File: src/rtl/lcd_num_writer_if.sv
// Signal bundle between the calculator datapath, lcd_num_writer and the LCD controller.
// The master drives the request and MBusy; lcd_num_writer is the slave.
interface lcd_num_writer_if;
    logic               start;
    logic signed [15:0] value;
    logic               busy;
    logic               done;
    logic               MBusy;
    logic        [7:0]  Lcd_data;
    logic               lcdstrb;

    modport master (
        output start, value, MBusy,
        input  busy, done, Lcd_data, lcdstrb
    );

    modport slave (
        input  start, value, MBusy,
        output busy, done, Lcd_data, lcdstrb
    );
endinterface

File: src/rtl/lcd_num_writer.sv
// Converts a signed 16-bit result to decimal using a sequential double-dabble.
// Streams clear, an optional '-', and the digits to the LCD controller, paced by MBusy.
module lcd_num_writer #(
    parameter int unsigned SETTLE   = 8,
    parameter logic [7:0]  CLR_CODE = 8'h58
) (
    input  logic CLK_27,
    input  logic RESET,
    lcd_num_writer_if.slave bus
);
    typedef enum logic [2:0] {IDLE, CONV, SEND_CLR, SEND_SIGN, SEND_DIG, FINISH} state_t;

    localparam logic [7:0] SETTLE_C = 8'(SETTLE);

    state_t      state_q;
    logic [7:0]  settle_q;
    logic [7:0]  settle_d;
    logic        settle_ok;
    logic        neg_q;
    logic [15:0] mag_q;
    logic [19:0] bcd_q;
    logic [19:0] bcd_adj;
    logic [3:0]  iter_q;
    logic [2:0]  ptr_q;
    logic        nz_seen_q;
    logic [3:0]  digit;
    logic [7:0]  lcd_data_q;
    logic        lcdstrb_q;
    logic        busy_q;
    logic        done_q;

    function automatic logic [19:0] dabble_adj(input logic [19:0] b);
        logic [19:0] r;
        for (int i = 0; i < 5; i++) begin
            r[4*i +: 4] = (b[4*i +: 4] >= 4'd5) ? b[4*i +: 4] + 4'd3 : b[4*i +: 4];
        end
        return r;
    endfunction

    // The strobe decision looks at the count including this cycle, so consecutive
    // strobes land exactly SETTLE+1 cycles apart when MBusy stays low.
    always_comb begin
        settle_d = settle_q;
        if (bus.MBusy || lcdstrb_q) begin
            settle_d = '0;
        end else if (settle_q != SETTLE_C) begin
            settle_d = settle_q + 8'd1;
        end
    end

    assign settle_ok = (settle_d == SETTLE_C);
    assign bcd_adj   = dabble_adj(bcd_q);

    always_comb begin
        digit = bcd_q[3:0];
        case (ptr_q)
            3'd1:    digit = bcd_q[7:4];
            3'd2:    digit = bcd_q[11:8];
            3'd3:    digit = bcd_q[15:12];
            3'd4:    digit = bcd_q[19:16];
            default: digit = bcd_q[3:0];
        endcase
    end

    always_ff @(posedge CLK_27) begin
        if (RESET) begin
            state_q    <= IDLE;
            settle_q   <= '0;
            neg_q      <= 1'b0;
            mag_q      <= '0;
            bcd_q      <= '0;
            iter_q     <= '0;
            ptr_q      <= '0;
            nz_seen_q  <= 1'b0;
            lcd_data_q <= 8'h00;
            lcdstrb_q  <= 1'b0;
            busy_q     <= 1'b0;
            done_q     <= 1'b0;
        end else begin
            settle_q  <= settle_d;
            lcdstrb_q <= 1'b0;
            done_q    <= 1'b0;
            case (state_q)
                IDLE: begin
                    if (bus.start) begin
                        neg_q     <= bus.value[15];
                        mag_q     <= bus.value[15] ? $unsigned(-bus.value) : $unsigned(bus.value);
                        bcd_q     <= '0;
                        iter_q    <= '0;
                        ptr_q     <= 3'd4;
                        nz_seen_q <= 1'b0;
                        busy_q    <= 1'b1;
                        state_q   <= CONV;
                    end
                end
                CONV: begin
                    {bcd_q, mag_q} <= {bcd_adj, mag_q} << 1;
                    iter_q         <= iter_q + 4'd1;
                    if (iter_q == 4'd15) state_q <= SEND_CLR;
                end
                SEND_CLR: begin
                    if (settle_ok) begin
                        lcd_data_q <= CLR_CODE;
                        lcdstrb_q  <= 1'b1;
                        state_q    <= neg_q ? SEND_SIGN : SEND_DIG;
                    end
                end
                SEND_SIGN: begin
                    if (settle_ok) begin
                        lcd_data_q <= 8'h2D;
                        lcdstrb_q  <= 1'b1;
                        state_q    <= SEND_DIG;
                    end
                end
                SEND_DIG: begin
                    // Leading zeros above the units digit are dropped without waiting.
                    if (!nz_seen_q && ptr_q != 3'd0 && digit == 4'd0) begin
                        ptr_q <= ptr_q - 3'd1;
                    end else if (settle_ok) begin
                        lcd_data_q <= {4'h3, digit};
                        lcdstrb_q  <= 1'b1;
                        nz_seen_q  <= 1'b1;
                        if (ptr_q == 3'd0) state_q <= FINISH;
                        else               ptr_q   <= ptr_q - 3'd1;
                    end
                end
                FINISH: begin
                    done_q  <= 1'b1;
                    busy_q  <= 1'b0;
                    state_q <= IDLE;
                end
                default: state_q <= IDLE;
            endcase
        end
    end

    assign bus.Lcd_data = lcd_data_q;
    assign bus.lcdstrb  = lcdstrb_q;
    assign bus.busy     = busy_q;
    assign bus.done     = done_q;
endmodule

File: src/flat_wrapper.sv
// flat-port wrapper written by rule: the top's interface ports become plain ports
module lcd_num_writer_flat 
#(
    parameter int unsigned SETTLE   = 8,
    parameter logic [7:0]  CLR_CODE = 8'h58
)
  (CLK_27, RESET, bus_start, bus_value, bus_MBusy, bus_busy, bus_done, bus_Lcd_data, bus_lcdstrb);
  lcd_num_writer_if bus_i ();
  input  logic CLK_27;
  input  logic RESET;
  input wire logic [$bits(bus_i.start)-1:0] bus_start;
  input wire logic [$bits(bus_i.value)-1:0] bus_value;
  input wire logic [$bits(bus_i.MBusy)-1:0] bus_MBusy;
  output wire logic [$bits(bus_i.busy)-1:0] bus_busy;
  output wire logic [$bits(bus_i.done)-1:0] bus_done;
  output wire logic [$bits(bus_i.Lcd_data)-1:0] bus_Lcd_data;
  output wire logic [$bits(bus_i.lcdstrb)-1:0] bus_lcdstrb;
  assign bus_i.start = bus_start;
  assign bus_i.value = bus_value;
  assign bus_i.MBusy = bus_MBusy;
  assign bus_busy = bus_i.busy;
  assign bus_done = bus_i.done;
  assign bus_Lcd_data = bus_i.Lcd_data;
  assign bus_lcdstrb = bus_i.lcdstrb;
  lcd_num_writer #(.SETTLE(SETTLE), .CLR_CODE(CLR_CODE)) u_core (.CLK_27(CLK_27), .RESET(RESET), .bus(bus_i));
endmodule
File: config.mk
export PLATFORM = sky130hd
export DESIGN_NAME = lcd_num_writer_flat
export DESIGN_NICKNAME = d
export VERILOG_FILES = /design/src/rtl/lcd_num_writer_if.sv /design/src/rtl/lcd_num_writer.sv /design/src/flat_wrapper.sv
export SDC_FILE = /design/constraint.sdc
export NUM_CORES = 1
export LEC_CHECK = 0
export BUFFER_PORTS_ARGS = -buffer_cell sky130_fd_sc_hd__buf_2
export CORE_ASPECT_RATIO = 1.75
export CORE_MARGIN = 2
export CORE_UTILIZATION = 54
export DETAILED_ROUTE_END_ITERATION = 8
export GPL_ROUTABILITY_DRIVEN = 0
export PLACE_DENSITY = 0.75
export SYNTH_ARGS = -nofsm -noshare
export SYNTH_HDL_FRONTEND = slang
export SYNTH_SLANG_ARGS = --single-unit
File: constraint.sdc
create_clock -name CLK_27 -period 2.35 [get_ports CLK_27]
set_input_delay 0.47 -clock CLK_27 [delete_from_list [all_inputs] [get_ports CLK_27]]
set_output_delay 0.47 -clock CLK_27 [all_outputs]
set_load 0.03 [all_outputs]
**Yosys cells after proc, flatten, opt, wreduce, memory -nomap -nowiden**

Index checks and enable logic that the tools add are counted.

- Equality and inequality tests: 21
- Reductions and logical operators: 20
- Muxes and demuxes: 44
- Order comparisons: 5
- $add $sub $neg: 9

Operator list:

| operator | number |
|---|---|
| $mux 8 | 6 |
| $pmux 20 s2 | 1 |
| $mux 3 | 13 |
| $mux 16 | 2 |
| $pmux 16 s2 | 1 |
| $pmux 8 s3 | 1 |
| $ge 4x3->1 const B | 5 |
| $mux 20 | 1 |
| $mux 4 | 5 |
| $add 4x2->4 const B | 4 |
| $neg 16->16 | 1 |
| $pmux 4 s4 | 1 |
| $pmux 3 s5 | 1 |
| $eq 3x2->1 const B | 4 |
| $ne 2x1->1 const B | 5 |
| $eq 3x3->1 const B | 3 |
| $add 8x1->8 const B | 1 |
| $eq 8x4->1 const B | 1 |
| $ne 8x4->1 const B | 1 |
| $pmux 4 s2 | 1 |
| $reduce_and 4->1 | 2 |
| $mux 1 | 7 |
| $reduce_and 7->1 | 1 |
| $eq 3x1->1 const B | 2 |
| 19 further kinds | 29 |

- Register bits: 67
- Input bits: 20
- Output and inout bits: 11

**Longest topological paths before layout**

Gate-level depths: netlist (run 1).

- Word-level depth: 7
- Gate-level depth with buffers: 9
- Gate-level depth less buffers: 9

**Worst setup path before layout (run 1)**

OpenSTA, ideal clock, no wires.

- Kind: reg2reg
- From: register u_core.ptr_q[0]
- To: register u_core.lcd_data_q[0], in the netlist u_core.bus.Lcd_data[0]
- Path slack: 0.079 ns
- Arrival: 2.156 ns
- Buffers on the path: 0
- Setup time: 0.115 ns
- Stages on the path, launching flop included: 10
- Data required time: 2.235 ns
- Cell sequence: dfxtp_1 inv_1 ha_1 a222oi_1 nor2_1 a221oi_1 nand4_2 o2111ai_4 mux2i_1 nor2_1

- Word-level cells in the longest chain between the ends: 6

Ends and longest elaborated chain:

| element | line | RTL |
|---|---|---|
| start, declared | lcd_num_writer.sv:24 | `logic [2:0] ptr_q;` |
| start signal, assigned | lcd_num_writer.sv:118 | `ptr_q <= ptr_q - 3'd1;` |
| start signal, assigned | lcd_num_writer.sv:124 | `else ptr_q <= ptr_q - 3'd1;` |
| $eq 3x3->1 (tied with other cells) | lcd_num_writer.sv:56 | `case (ptr_q)` |
| $pmux 4 s4 | lcd_num_writer.sv:56 |  |
| $logic_not 4->1 | lcd_num_writer.sv:117 | `if (!nz_seen_q && ptr_q != 3'd0 && digit == 4'd0) begin` |
| $logic_and 1x1->1 | lcd_num_writer.sv:117 |  |
| $ne 2x2->1 (no line) | n/a |  |
| $reduce_and 5->1 (no line) | n/a |  |
| end signal, assigned | lcd_num_writer.sv:120 | `lcd_data_q <= {4'h3, digit};` |
| end, declared | lcd_num_writer.sv:27 | `logic [7:0] lcd_data_q;` |

Several ways; a longest one is shown, not always the timed one. The select of a mux whose other input is x is not followed.
A chain may end at the register's enable or synchronous reset.

**Worst setup path in the final report (run 1)**

Ends and elaborated chain as after synthesis.

==> results, run 1 <==
- The summed instance area of the synthesized netlist is 0.003832 mm2.
- The number of synthesized register bits is 66.
- The synthesized netlist devotes 6.203% of its cell area to adder and majority cells.
- The total inserted antenna cells is 0.
- The H-tree was split into 3 levels.
- Multiplexer cells account for 1.600% of the synthesized area.
- After detailed placement, the total cell area comes to 0.004126 mm2.
- The cell that appears most often on the critical path is mux2i_1.
- The tightest min-delay check is of the in -> reg type.
- The combinational family with the most area after synthesis is compound AO/OA/AOI/OAI gates.
- In this run, the number of DRC markers left after iteration 0 of detailed routing was 180.
- The share of final-layout standard cells stronger than drive strength 1 is 17.66%.
- The full die area is 0.007813 mm2.
- Along the worst path, the maximum fanout reaches 5.
- The area of the placeable core is 0.006857 mm2.
- The first global-routing pass estimated 14690 um of wire.
- The worst-case headroom to the max-slew limit is 63.62%.
- The worst setup skew after layout is 0.007384 ns.
- The aggregate global-route resource usage is 24.23%.
- STA classifies the critical path startpoint as a register.
- The number of global-route vias before repair came to 3493.
- Summing the sequential cell areas from Yosys gives 34.48% of the chip area.
- The total power draw is 3.032 mW.
- The worst setup slack before clock tree synthesis is -0.03215 ns.
- The clock period could shrink to 2.274 ns.
- The TritonCTS sink count is 66.
- The clock transition at the registers of the reported paths is 0.05 ns.
- The largest stage delay on the critical path is 0.35 ns.
- Across the run, the number of max-cap violations was 0.
- The clock root buffer is clkbuf_16.
- The remaining number of nets flagged by the antenna check after routing is 0.
- The critical path arrival is 2.50 ns.
- Combinational logic is responsible for 19.4% of the overall power.
- In this run switching power makes up 29.85% of total power.
- The detailed-route wire length per cell is 14.89 um.
- The number of max-slew violations in the final report was 0.
- The share of the clock period used by the worst path is 96.76%.
- The switching power is 0.9049 mW.
- Based on the critical path, the design can be clocked at up to 0.4398 GHz.
- The iteration count of the initial detailed-routing pass is 4.
- The cell row count is 40.
- The average instance in the mapped netlist occupies 7.984 um2.
- The synthesized-area fraction occupied by ao, oa, aoi and oai cells is 23.31%.
- The analysis attributes to cell leakage a power of 1.675 nW.
- After detailed routing, the total wire length is 9008 um.
- Once detailed placement completed, the half-perimeter wirelength came to 6342 um.
- The internal portion of the total power is 2.127 mW.
- Clock tree synthesis inserted a total of 9 buffers.
- The total overflow left after global routing is 0.
- The clock latency of the later-clocked register in the worst-skew pair is 0.33 ns.
- Together, buffers and inverters on the worst path number 1.
- The main flop type after synthesis is dfxtp_1.
- Detailed routing inserted a total of 3604 vias.
- The clock passes through at most 2 buffers.
- Of the total synthesized cell area, the portion taken by AND, OR, NAND and NOR gates is 21.68%.
- The number of flops mapped to enable cells by yosys is 0.
- The post-synthesis xor/xnor area fraction is 6.856%.
- Counting every net in the synthesized netlist gives 519.
- After routing the design area is 0.004514 mm2.
- Measured on the finished design, the core utilization comes to 65.84%.
- The area growth from synthesis to layout is 17.79%.
- The endpoint required time on the critical path is 2.57 ns.
- The proportion of synthesized flip-flops having asynchronous set or reset is 0%.
- Setup violations remaining at the end of the flow were counted as 0.
- For this run, the number of Yosys warnings is 0.
- On the critical path, the stage with the largest delay is an instance of a222oi_1.
- The CTS tree is yes.
- Setup total negative slack on the finished layout was measured at 0 ns.
- The final count of hold timing violations is 0.
- The slew at the pin with the worst max-slew slack is 0.5444 ns.
- The y dimension of the die is 115.4 um.
- The maximum VDD drop is 0.0004988 V.
- The family of cells with the greatest summed delay on the critical path is compound AO/OA/AOI/OAI gates.
- In the final design database the tool counted 555 nets.
- Traced cell by cell, the critical path runs through buf_6 -> ha_4 -> a222oi_1 -> mux2i_1 -> a21oi_2 -> nand4_4 -> o2111ai_4 -> mux2i_1 -> nor2_1.
- For this run, design rule violations remaining after detail routing come to 0.
- The floorplan step set the die width to 67.68 um.
- Synthesis handed over a netlist of 480 instances.
- Setup slack on the critical path of the routed design comes to 0.07621 ns.
- The kind of end point of the critical path is a register.
- Entering global routing, the biggest net connects 39 pins.
- The number of I/O pins is 31.
- The type of the setup path with the least slack is reg -> reg.
- The run finished with clean final reports.
- The clock group share of total power is 39.7%.
- The via density per instance is 5.957.
- During placement, the flow inserted port buffers numbering 29.
- The power density over the cells is 671.6 mW/mm2.
- The part of the power in registers is 40.9%.
- The initial antenna violation count is 0.
- The unique cell type count in the Yosys netlist is 58.
- The initial core utilization is 55.89%.
registers in the layout (all words and copies together), names as in the netlist, 3 cells and up:
signal and cells:
u_core.bcd_q 20, u_core.mag_q 16, u_core.settle_q 8, u_core.bus.Lcd_data 7, u_core.iter_q 4, u_core.ptr_q 3
u_core.state_q 3
synth_stat cells, drive strengths merged (2+ instances only):
cell type / n / area share [%]
a21oi: 33 / 4.3
o41ai: 3 / 0.69
a221oi: 10 / 2.3
o31ai: 6 / 1.2
mux2i: 5 / 1.3
or3: 4 / 0.65
o211ai: 2 / 0.52
a22oi: 20 / 3.9
clkbuf: 18 / 2.4
nor4: 5 / 0.82
a211oi: 2 / 0.39
dfxtp: 66 / 34
o22ai: 3 / 0.49
a311oi: 3 / 0.69
nor2b: 7 / 1.1
xor2: 15 / 3.4
nand2: 32 / 3.2
or2: 2 / 0.33
nor3: 25 / 3.3
or4: 2 / 0.39
a21boi: 3 / 0.59
a31o: 2 / 0.46
buf: 10 / 1.2
nor2: 67 / 6.6
xnor2: 15 / 3.4
ha: 19 / 6.2
o2111ai: 2 / 0.91
o21ai: 28 / 3.7
inv: 22 / 2.2
nand4: 6 / 1.1
a222oi: 4 / 1.0
nand3: 12 / 1.6
a31oi: 4 / 0.65
nand2b: 8 / 1.3
final timing paths:
kind / from / endpoint / slack [ns] / cells after the start
max: u_core.ptr_q[0]$_SDFFE_PP0P_ / u_core.bus.Lcd_data[0]$_SDFFE_PP0P_ / 0.08 / 9
min: bus_value[13] / u_core.mag_q[13]$_SDFFE_PP0P_ / 0.44 / 3
max reg2reg: u_core.ptr_q[0]$_SDFFE_PP0P_ / u_core.bus.Lcd_data[0]$_SDFFE_PP0P_ / 0.08 / 9
min reg2reg: u_core.mag_q[3]$_SDFFE_PP0P_ / u_core.mag_q[4]$_SDFFE_PP0P_ / 0.46 / 2
cell type report:
type | count | area, um2
repair buffers | 53 | 345.3
well taps | 84 | 105.1
multi-input cells | 364 | 2390
inverters | 22 | 82.58
clock inverters | 3 | 15.01
flip-flops and latches | 66 | 1326
clock buffers | 13 | 250.2
fillers | 566 | 2342
power groups by stage:
stage | Clock, mW | Combinational (mW) | Sequential (mW)
after floorplan | 0 | 0.408 | 1.24
after global placement | 0 | 0.563 | 1.26
after detailed placement | 0 | 0.572 | 1.26
after CTS | 1.22 | 0.577 | 1.24
after global routing | 1.25 | 0.651 | 1.25
final | 1.20 | 0.588 | 1.24
routing by layer:
metal  vias to the layer above  wire (um)  part of all wire, %  global-route usage, %
met5                         -          0                    0                      0
met1                      1720       3576                   40                  24.72
li1                       1794          -                    -                      -
met2                        70       4924                   55                  44.38
met3                        20        273                  3.0                  5.340
met4                         0        233                  2.6                  12.38
tightest hold or removal path: stages:
cell	delay (ns)
buf_2	0.10
xor2_1	0.06
o22ai_1	0.10
cell families (layout without fill, tap and decap cells):
| family | after synthesis | count (layout) |
|---|---|---|
| simple gates | 176 | 176 |
| fa+ha+maj | 19 | 19 |
| other cells | 1 | 1 |
| flops | 66 | 66 |
| buf+inv | 50 | 91 |
| compound gates | 132 | 132 |
| xor+xnor | 30 | 30 |
| mux | 6 | 6 |
timing repair:
| action | CTS | global route |
|---|---|---|
| buffers inserted | 0 | 2 |
| setup endpoints to repair | 7 | 11 |
| resized for setup | 2 | 20 |
| pin swaps | 1 | 6 |
| hold buffers | 0 | 0 |
metrics by stage:
step,hold WS [ns],cells
finish,0.4434,605
global placement,0.4504,587
floorplan,0.4317,480
global route,0.4655,605
detailed placement,0.4554,587
CTS,0.4402,603
cells in the final DEF (no fill, tap or decap), types with 4 or more instances in the layout:
cell       count
or3_1          4
clkbuf_16      9
nor4_1         5
dfxtp_1       64
o21ai_0       28
nand3_1       12
a22oi_1       20
xor2_1        15
mux2i_1        5
a222oi_1       4
nand4_1        5
nand2_1       31
nor2_1        64
nor3_1        23
inv_1         20
a221oi_1       8
ha_1          16
buf_4         21
nor2b_1        7
o31ai_1        5
buf_2         29
nand2b_1       8
a21oi_1       32
xnor2_1       15
No activity file was read; power rests on OpenSTA's default activity.
==> run 2, diff against run 1 <==
--- a/config.mk
+++ b/config.mk
@@ -6,12 +6,14 @@
 export NUM_CORES = 1
 export LEC_CHECK = 0
 export BUFFER_PORTS_ARGS = -buffer_cell sky130_fd_sc_hd__buf_2
+export CELL_PAD_IN_SITES_DETAIL_PLACEMENT = 0
+export CELL_PAD_IN_SITES_GLOBAL_PLACEMENT = 1
 export CORE_ASPECT_RATIO = 1.75
 export CORE_MARGIN = 2
-export CORE_UTILIZATION = 54
+export CORE_UTILIZATION = 41
 export DETAILED_ROUTE_END_ITERATION = 8
 export GPL_ROUTABILITY_DRIVEN = 0
-export PLACE_DENSITY = 0.75
+export PLACE_DENSITY = 0.76
 export SYNTH_ARGS = -nofsm -noshare
 export SYNTH_HDL_FRONTEND = slang
 export SYNTH_SLANG_ARGS = --single-unit
==> run 2 against run 1 <==
Compared with the run above:
- clock skew down 0.0017 ns
- via count shrank 1.7%
- highest routed layer unchanged
- largest power group is now clock
- hold slack got worse by 0.0041 ns
- count of clock-buffer cells in the layout up 1
- critical path type unchanged
==> results, run 2 (same netlist as run 1, synthesis figures left out) <==
- The run finished with clean final reports.
- The area of the placeable core is 0.009094 mm2 (+33%).
- The worst hold path terminates at u_core.mag_q[13]$_SDFFE_PP0P_.
- The worst setup slack before clock tree synthesis is -0.04368 ns (-0.01152 ns).
- The number of I/O pins was 31 (unchanged).
- The total power draw is 3.197 mW (+5.5%).
- The remaining number of nets flagged by the antenna check after routing was 0 (unchanged).
- The worst setup skew after layout is 0.005664 ns (-0.001719 ns).
- The clock transition at the registers of the reported paths is 0.05 ns (about the same).
- The number of global-route vias before repair is 3442 (-1.5%).
- The detailed placement HPWL is 6757 um (+6.5%).
- In this design, the largest share of critical-path delay is due to compound AO/OA/AOI/OAI gates.
- The post-place instance area came to 0.004207 mm2 (+1.9%).
- The highest attainable clock frequency is 0.4288 GHz (-2.5%).
- The detailed-route wire length per cell came to 14.61 um (-1.9%).
- The endpoint required time on the critical path is 2.56 ns (about the same).
- The register with the most flip-flops in the final layout is u_core.bcd_q.
- The worst min-delay path category is in -> reg.
- The TritonCTS sink count came to 66 (unchanged).
- The hold path startpoint is bus_value[13].
- The cell total after placement is 626 (+6.6%).
- The static leakage power is 1.719 nW (+2.6%).
- The area growth from synthesis to layout is 22.04%.
- The share of final-layout standard cells stronger than drive strength 1 is 19.01% (+1.4 points).
- The final worst-path setup slack came to 0.01804 ns (-0.05817 ns).
- The full die area is 0.01017 mm2 (+30%).
- The critical path is of the reg -> reg type.
- The number of setup violations in the final report was 0 (unchanged).
- The path depth of the worst reg2reg path is 9 (unchanged).
- The detailed router's first-iteration violation count is 294 (+63%).
- The non-filler instance count after layout is 646 (+6.8%).
- The max-cap check violation count is 0 (unchanged).
- In this run the critical register-to-register path is launched from u_core.ptr_q[0]$_SDFFE_PP0P_.
- Among all stages on the critical path, the largest delay is contributed by a222oi_1.
- The core utilization of the finished layout is 51.43% (-14 points).
- The y dimension of the die is 131.9 um (+14%).
- The clock buffer count from CTS is 9 (unchanged).
- The pin count of the biggest net entering global routing was 53 (+36%).
- The kind of end point of the critical path is a register.
- The sum of routed wire length over all layers is 9435 um (+4.7%).
- The critical path arrival is 2.54 ns (+0.04 ns).
- The total inserted antenna cells is 0 (unchanged).
- The number of input and output port buffers inserted is 29 (unchanged).
- The number of hold-repair buffers added at the cts stage came to 0 (unchanged).
- The worst register-to-register path ends at u_core.bus.Lcd_data[2]$_SDFFE_PP0P_.
- The cell with the most instances on the worst path is nor2_1.
- The tree is rooted in a clkbuf_16.
- STA classifies the critical path startpoint as a register.
- The initial core utilization is 42.14% (-14 points).
- The post-route setup TNS came to 0 ns (unchanged).
- The wire length of the first global-routing pass is 15790 um (+7.5%).
- The clock period minus final worst setup slack is 2.332 ns (+0.05817 ns).
- In this run the worst setup path begins at u_core.ptr_q[0]$_SDFFE_PP0P_.
- The maximum level of the CTS H-tree is 3 (unchanged).
- The buffers plus inverters on the worst setup path is 1 (unchanged).
- The flip-flop count of the largest register, all copies and words added is 20 (unchanged).
- The cell row count is 46 (+15%).
- The iteration count of the initial detailed-routing pass came to 4 (unchanged).
- The power density over the cells is 683.6 mW/mm2 (+1.8%).
- The reg2reg setup slack came to 0.02 ns (-0.06 ns).
- The worst hold path depth is 3 (unchanged).
- TritonCTS built the clock tree.
- The aggregate global-route resource usage is 18.96% (-5.3 points).
- The total congestion overflow after global routing was 0 (unchanged).
- The via count came to 3542 (-1.7%).
- The top cell types in the final layout, fill and taps aside, are nor2_1 (64), dfxtp_1 (64), a21oi_1 (32).
- The maximum VDD drop is 0.0004254 V (-15%).
- The initial antenna violation count was 0 (unchanged).
- The via density per instance came to 5.483 (-8.0%).
- The final hold slack came to 0.4393 ns (-0.004090 ns).
- The number of nets in the finished design is 560 (+0.90%).
- The largest registers in the layout are u_core.bcd_q x20, u_core.mag_q x16, u_core.settle_q x8.
- The remaining design rule violation count is 0 (unchanged).
- Setup repair after global routing could not meet its margin everywhere.
- The share of the clock period used by the worst path is 99.23% (+2.5 points).
- The post-route cell area was 0.004677 mm2 (+3.6%).
- The peak fanout along the critical path is 5 (unchanged).
- The largest stage delay on the critical path is 0.35 ns (about the same).
- The number of max-slew violations in the final report was 0 (unchanged).
- The clock latency of the later-clocked register in the worst-skew pair came to 0.33 ns (about the same).
- The overall die width is 77.09 um (+14%).
- The final count of hold timing violations is 0 (unchanged).
- The critical path goes through buf_6 -> ha_4 -> a222oi_1 -> nor2_1 -> a221oi_2 -> nand4_4 -> o2111ai_4 -> mux2i_1 -> nor2_1.
- The maximum count of clock buffers along a single path is 2 (unchanged).
run 2: cell types whose count changed in the layout (fill, tap and decap cells not counted), moves of 2 or more:
cell      previous run  this run
nor3_1              23        21
clkinv_2             3         1
nor3_2               2         4
buf_4               21        25
run 2: worst max-delay path by stage:
stage,to,slack [ns],cells after the start
3_3_place_gp,u_core.bus.Lcd_data[6]$_SDFFE_PP0P_,0.04,10
4_1_cts,u_core.bus.Lcd_data[6]$_SDFFE_PP0P_,0.05,10
6_report,u_core.bus.Lcd_data[2]$_SDFFE_PP0P_,0.02,9
2_1_floorplan,u_core.bus.Lcd_data[0]$_SDFFE_PP0P_,0.08,9
3_5_place_dp,u_core.bus.Lcd_data[6]$_SDFFE_PP0P_,-0.04,10
5_1_grt,u_core.bus.Lcd_data[2]$_SDFFE_PP0P_,-0.06,9
run 2: final cells by class:
cell class | count | area [um2]
flip-flops and latches | 66 | 1326
clock buffers | 14 | 264.0
clock inverters | 2 | 35.03
multi-input cells | 364 | 2424
inverters | 22 | 82.58
fillers | 917 | 4417
repair buffers | 58 | 395.4
well taps | 120 | 150.1
run 2: timing repair:
action	in CTS	in global routing
cloned	0	0
endpoints found under the setup margin	7	11
pin swaps	1	10
gates resized for setup	3	25
buffers inserted	0	4
run 2: report_power, final:
part | switching, mW | total (mW) | internal, mW
Clock | 0.463 | 1.34 | 0.878
Sequential | 0.0532 | 1.24 | 1.18
Combinational | 0.395 | 0.618 | 0.223
Total | 0.911 | 3.20 | 2.29
run 2: worst min-delay path: cells and delay by family:
family | cells | cell delay, ns
AO/OA/AOI/OAI | 1 | 0.11
buffers and inverters | 1 | 0.09
XOR/XNOR | 1 | 0.06
run 2: metal layers:
metal | part of all wire (%) | track usage [%] | routed length (um) | vias up
met4 | 1.7 | 6.349 | 161 | 0
met5 | 0 | 0 | 0 | -
met2 | 55 | 35.77 | 5219 | 75
li1 | - | - | - | 1806
met1 | 40 | 20.28 | 3744 | 1645
met3 | 3.3 | 4.521 | 310 | 16
